## config.mk

```make
export PLATFORM = sky130hd
export DESIGN_NAME = int_req_ctrl
export DESIGN_NICKNAME = d
export VERILOG_FILES = /design/src/rtl/int_req_ctrl.sv
export SDC_FILE = /design/constraint.sdc
export NUM_CORES = 1
export LEC_CHECK = 0
export BUFFER_PORTS_ARGS = -buffer_cell sky130_fd_sc_hd__buf_2
export CAP_MARGIN = 5
export CORE_UTILIZATION = 32
export CTS_CLUSTER_DIAMETER = 150
export CTS_CLUSTER_SIZE = 8
export DETAILED_ROUTE_END_ITERATION = 6
export GPL_TIMING_DRIVEN = 0
export PLACE_DENSITY = 0.61
export SLEW_MARGIN = 20
export SYNTH_ARGS = -nofsm -noshare
export SYNTH_HDL_FRONTEND = slang
export SYNTH_SLANG_ARGS = --single-unit
```

## constraint.sdc

```tcl
create_clock -name clk -period 5.65 [get_ports clk]
set_clock_uncertainty 0.1 [all_clocks]
set_input_delay 0.2825 -clock clk [delete_from_list [all_inputs] [get_ports clk]]
set_output_delay 0.2825 -clock clk [all_outputs]
set_load 0.02 [all_outputs]
```

## src/rtl/int_req_ctrl.sv

```systemverilog
// Interrupt request sequencer feeding a vectored interrupt controller.
// Captures completion pulses as sticky pending bits and runs the accept/ack/return handshake.
module int_req_ctrl #(
    parameter int ACK_CYCLES = 2
) (
    input  logic       clk,
    input  logic       rst,
    input  logic [3:0] done_in,
    input  logic       mask_we,
    input  logic [3:0] mask_wd,
    input  logic       cpu_ack,
    input  logic       int_ret,
    output logic       int_req,
    output logic       int_ack,
    output logic [3:0] done,
    output logic [1:0] serv_id,
    output logic [3:0] pending,
    output logic [3:0] mask,
    output logic       busy
);

    // state    | meaning
    // IDLE     | nothing requested, done mirrors active sources
    // REQ      | int_req raised, waiting for cpu_ack
    // ACK      | int_ack held for ACK_CYCLES, done frozen to serviced source
    // SERVICE  | handler running, done cleared, waiting for int_ret
    localparam logic [1:0] S_IDLE    = 2'd0;
    localparam logic [1:0] S_REQ     = 2'd1;
    localparam logic [1:0] S_ACK     = 2'd2;
    localparam logic [1:0] S_SERVICE = 2'd3;

    logic [1:0] state;
    logic [3:0] cnt;
    logic [3:0] act;
    logic [3:0] clr;
    logic [1:0] top_id;
    logic       ack_last;

    assign act      = pending & mask;
    assign ack_last = (state == S_ACK) && (cnt == 4'd0);
    assign clr      = ack_last ? (4'b0001 << serv_id) : 4'b0000;

    always_comb begin
        top_id = 2'd0;
        if (act[3])      top_id = 2'd3;
        else if (act[2]) top_id = 2'd2;
        else if (act[1]) top_id = 2'd1;
        else             top_id = 2'd0;
    end

    always_ff @(posedge clk) begin
        if (rst) begin
            state   <= S_IDLE;
            cnt     <= 4'd0;
            pending <= 4'b0000;
            mask    <= 4'b0000;
            serv_id <= 2'd0;
        end else begin
            // OR-ing done_in after the clear makes a same-cycle set win
            pending <= (pending & ~clr) | done_in;
            if (mask_we) mask <= mask_wd;
            case (state)
                S_IDLE: begin
                    if (|act) state <= S_REQ;
                end
                S_REQ: begin
                    if (cpu_ack && (|act)) begin
                        serv_id <= top_id;
                        cnt     <= 4'(ACK_CYCLES - 1);
                        state   <= S_ACK;
                    end else if (act == 4'b0000) begin
                        state <= S_IDLE;
                    end
                end
                S_ACK: begin
                    if (cnt == 4'd0) state <= S_SERVICE;
                    else             cnt   <= cnt - 4'd1;
                end
                S_SERVICE: begin
                    if (int_ret) state <= S_IDLE;
                end
                default: state <= S_IDLE;
            endcase
        end
    end

    assign int_req = (state == S_REQ);
    assign int_ack = (state == S_ACK);
    assign busy    = (state != S_IDLE);

    // done is decoded from registers only, so the controller never sees input glitches
    always_comb begin
        done = 4'b0000;
        case (state)
            S_IDLE, S_REQ: done = act;
            S_ACK:         done = 4'b0001 << serv_id;
            default:       done = 4'b0000;
        endcase
    end

endmodule

```

Yosys cells after proc, flatten, opt, wreduce, memory -nomap -nowiden
Cells that the tools add are included.
Storage, ports and cells
  output and inout port bits: 17
  register bits: 16
  logic and storage cells: 46
  bits of input ports: 13
Operators by class
  multiplexer cells: 14
  reductions and logical operators: 12
  eq/ne operators: 9
  bitwise operators: 4
  add/subtract/negate cells: 1
  shifts and indexed selects: 1
Operators by type and width (count)
  $pmux W4 S2: 2
  $mux W2: 7
  $mux W4: 3
  $and A4 B4 Y4: 2
  $logic_not A4 Y1: 2
  $pmux W2 S4: 1
  $ne A2 B2 Y1 const B: 3
  $eq A2 B2 Y1 const B: 2
  $ne A2 B1 Y1 const B: 2
  $not A4 Y4: 1
  $or A4 B4 Y4: 1
  $reduce_and A4 Y1: 1
  $reduce_bool A2 Y1: 2
  $reduce_or A4 Y1: 1
  $shl A1 B2 Y4 const A: 1
  $sub A4 B1 Y4 const B: 1
  $ne A3 B1 Y1 const B: 1
  $reduce_and A3 Y1: 1
  $eq A2 B1 Y1 const B: 1
  $logic_and A1 B1 Y1: 2
  $logic_not A2 Y1: 1
  $reduce_and A2 Y1: 1
  $reduce_or A2 Y1: 1
  $mux W1: 1

Depth between registers and ports, before layout
  depth in word-level cells: 6
  depth in mapped cells: 7

Worst setup path after synthesis
Ideal clock, no wire load.
  path type: reg-to-reg
  from: reg state[0]
  to: reg cnt[3]
  arrival: 1978 ps
  cell stages (with the launch flop): 7
  setup slack: 3484 ps
  library setup time: 88 ps
  clock period less this slack: 2166 ps
  path through: dfxtp_1 -> inv_1 -> ha_1 -> and4bb_4 -> or4_1 -> or3b_1 -> o32ai_2
Between the ends
  longest elaborated chain between the ends: 3
  elaborated cells on any way between the ends: 7
Ends and longest elaborated chain
  start, declared: RTL line 32  | logic [1:0] state;
  start signal, assigned: RTL line 53  | state <= S_IDLE;
  start signal, assigned: RTL line 64  | if (|act) state <= S_REQ;
  start signal, assigned: RTL line 70  | state <= S_ACK;
  $eq A2 B2 Y1 (*)
  via int_ack: RTL line 14  | output logic int_ack,
  $ne A2 B2 Y1 (no line) / $reduce_bool A2 Y1 (equally long branches)
  $reduce_and A3 Y1 (no line)
  end signal, assigned: RTL line 69  | cnt <= 4'(ACK_CYCLES - 1);
  end signal, assigned: RTL line 77  | else cnt <= cnt - 4'd1;
  end, declared: RTL line 33  | logic [3:0] cnt;
Mark *: on every way through the listed nets, which the timed path passes. The rest lies on a longest branch.
A chain may end at the register's enable or synchronous reset.

Worst setup path after layout
  from: reg state[0]
  to: out done[0]
Between the ends
  longest elaborated chain between the ends: 3
  elaborated cells on any way between the ends: 5
Ends and longest elaborated chain
  $eq A2 B1 Y1 / $logic_not A2 Y1 (equally long branches): RTL line 94  | case (state)
  $reduce_or A2 Y1: RTL line 94
  $pmux W4 S2 (*): RTL line 94
  end, declared: RTL line 15  | output logic [3:0] done,
Mark *: on every way between the ends. The rest lies on a longest branch, timed or not.

==> qor.txt <==
==============================================================================
Number of buffers on the longest clock path                                  2
Status                                                            finished, final reports clean
Number of global-route vias before repair                                  907
Sequence of cells on the critical path                            inv_1 > ha_1 > clkbuf_1 > nor3b_1 > a31oi_1 > nor2_1 > buf_2
Root Driver                                                           clkbuf_4
Peak ir drop on the vdd network                                    0.0001614 V
Overall global routing resource usage                                   16.22%
Post-route antenna net violation count                                       0
Cell area after technology mapping                                   949.7 µm²
Synth area leaders                                                dfxtp_1 34%, ha_1 7.9%, nor2_1 6.7%, a21oi_1 4.2%, mux2i_1 4.2%
Clock tree from TritonCTS                                                 done
Fin nets                                                                   165
Synthesis warning total                                                      0
RSZ-0062 raised after global routing                                     false
P_leak                                                            0.0005235 µW
Final hold viol count                                                        0
Post-CTS Setup Inserts                                                       0
Wire length of the first global-routing pass                          4.022 mm
Worst min-delay path class                                           in -> reg
CP Class                                                            reg -> out
Crit path required time                                                5.27 ns
Vias per Instance                                                        5.330
DRC violations left                                                          0
Initial antenna violation count                                              0
Avg Cell Area, Syn                                                   8.404 µm²
Internal portion of total power                                       190.4 µW
Sequential share of the synthesized area                                33.73%
Switching pwr                                                         100.3 µW
Number of buffers created by CTS                                             3
Fraction of power spent switching nets                                  34.50%
IO Count                                                                    30
Area Growth Syn to Fin                                                  22.66%
Cell taking the most area after synthesis                              dfxtp_1
Portion of total power attributed to the clock network                   28.2%
Ratio of cells with drive above 1 in the final layout                   25.52%
Largest net degree at the start of global routing                           11
Max-capacitance violation count                                              0
Cell at the slowest stage of the critical path                         dfxtp_1
P per Cell Area                                                   249.6 nW/µm²
Slew at the pin with the worst max-slew slack                        0.4991 ns
Total clock sinks                                                           16
Rows                                                                        19
Total of hold buffers inserted after clock tree synthesis                    0
Final number of setup-violating endpoints                                    0
Total number of vias                                                       938
Flops & latches, synth                                                      16
Number of instances in the synthesized netlist                             113
Critical path arrival                                                  1.95 ns
Highest attainable clock frequency                                   429.4 MHz
Worst-skew pair later-pin latency                                      0.31 ns
CP peak stage delay                                                    0.37 ns
Power share of the combinational group                                   27.5%
Area of the core                                                      2781 µm²
Drt total wl                                                          2.409 mm
Share of the clock period used by the worst path                        41.21%
Last weighted congestion value of the routability-driven placer         0.8018
Setup TNS after final layout                                              0 ns
Kind of capture point of the worst setup path                      output port
Count of TritonRoute iterations in the first routing pass                    4
Count of cells resized by post-cts repair                                    0
Min Clock Period, post-route                                          2.329 ns
CTS H-tree lvls                                                              1
Critical path's top delay family                                  buffers and inverters
Detailed-placement wirelength estimate                                1.864 mm
Drt wl/cell                                                           13.69 µm
Clock transition at the registers of the reported paths                0.12 ns
Critical path fanouts, max                                                  10
Most common cell after layout, fill and taps aside                       buf_2
Overall overflow remaining after global route                                0
Final-report max-slew violation count                                        0
Syn Nets                                                                   132
Startpoint types                                                          flop
Overall power                                                         290.7 µW
Count of different cell masters after synthesis                             39
Diodes inserted                                                              0
IO Port Bufs                                                                28
Top cell type's share of synthesized area                               33.73%
Number of DRC violations after detailed-routing iteration 0                 11
Effective utilization at floorplan                                      34.14%
Smallest hold slack                                                 0.08952 ns
Chip Height                                                           56.48 µm
Crit path buf inv count                                                      3
Full die area                                                         3189 µm²
Top library cells by usage in the layout, fill and taps aside     29 x buf_2, 17 x nor2_1, 16 x dfxtp_1
Worst slew slack as a fraction of its limit                             66.73%
Portion of total power attributed to sequential cells                    44.3%
X dimension of the die                                                56.48 µm
==============================================================================
## metal layers
metal | track usage (%) | vias up | routed length (µm)
li1 | - | 475 | -
met4 | 4.878 | 0 | 13
met2 | 26.39 | 33 | 1092
met3 | 5.069 | 2 | 137
met5 | 0 | - | 0
met1 | 20.40 | 428 | 1166
## worst paths after layout
check | start | slack, ns | cells after the start | end
min | done_in[3] | 0.09 | 3 | pending[3]$_SDFF_PP0_
min reg2reg | cnt[1]$_SDFFE_PP0P_ | 0.43 | 2 | cnt[1]$_SDFFE_PP0P_
max reg2reg | state[0]$_SDFFE_PP0P_ | 3.43 | 6 | cnt[3]$_SDFFE_PP0P_
max | state[0]$_SDFFE_PP0P_ | 3.32 | 7 | done[0]
## power groups by stage
stage	logic, µW	clock network (µW)	registers, µW
floorplan	52.2	0	134
global placement	78.2	0	131
detailed placement	79.7	0	131
CTS	80.1	82.5	129
global route	89.8	88.2	130
finish	80.0	82.0	129
## cells in the mapped netlist, drive strengths merged
library cell,instances
mux2,1
and4bb,1
o32ai,3
or2,1
nand3,5
dfxtp,16
ha,6
buf,2
and4,1
nor3,2
or2b,1
or3b,3
a211oi,3
nand2,4
a221oi,2
nand4,1
nand4b,1
nor2,17
or4,1
a211o,1
nand3b,3
clkbuf,4
a22oi,2
a21bo,1
nor3b,1
a31oi,3
a22o,1
nor2b,1
o2111ai,1
a32oi,1
o21ai,1
a21oi,8
nand2b,1
mux2i,4
inv,8
a21boi,1
## cells by family after synthesis
kind of cell / synth area share [%]
DFF: 33.73
muxes: 5.402
adders and majority gates: 7.905
AOI/OAI and AO/OA: 21.61
and+or+nand+nor: 25.69
buffers and inverters: 5.664
## registers in the layout (all words and copies together) (netlist names), named ones only
| signal | flops |
|---|---|
| cnt | 4 |
| state | 1 |
| mask | 4 |
| pending | 4 |
| serv_id | 2 |
## final cells by class
type	instances	area [µm²]
multi-input combinational	83	575.6
tap	31	38.79
clock buffer	4	36.28
buffer	6	23.77
inverter	8	30.03
sequential	16	320.3
fill	286	1617
timing repair buffer	28	140.1
## stage by stage
| step | instance area (µm²) | setup WS, ns | utilization, % | std cells |
|---|---|---|---|---|
| 5_1_grt | 1165 | 3.154 | 41.88 | 176 |
| 2_1_floorplan | 949.7 | 3.484 | - | 113 |
| 6_report | 1165 | 3.321 | 41.88 | 176 |
| 3_5_place_dp | 1129 | 3.454 | 40.58 | 172 |
| 4_1_cts | 1165 | 3.321 | 41.88 | 176 |
| 3_3_place_gp | 1129 | 3.485 | 40.58 | 172 |
## worst reg2reg max path: cells and delay by family, from the launching register on
kind	cells	cell delay, ns
AND/OR/NAND/NOR	3	1.07
AO/OA/AOI/OAI	1	0.19
buffers and inverters	1	0.11
flip-flops	1	0.43
adder cells (fa/ha/maj)	1	0.26
No activity file was read; power rests on OpenSTA's default activity.
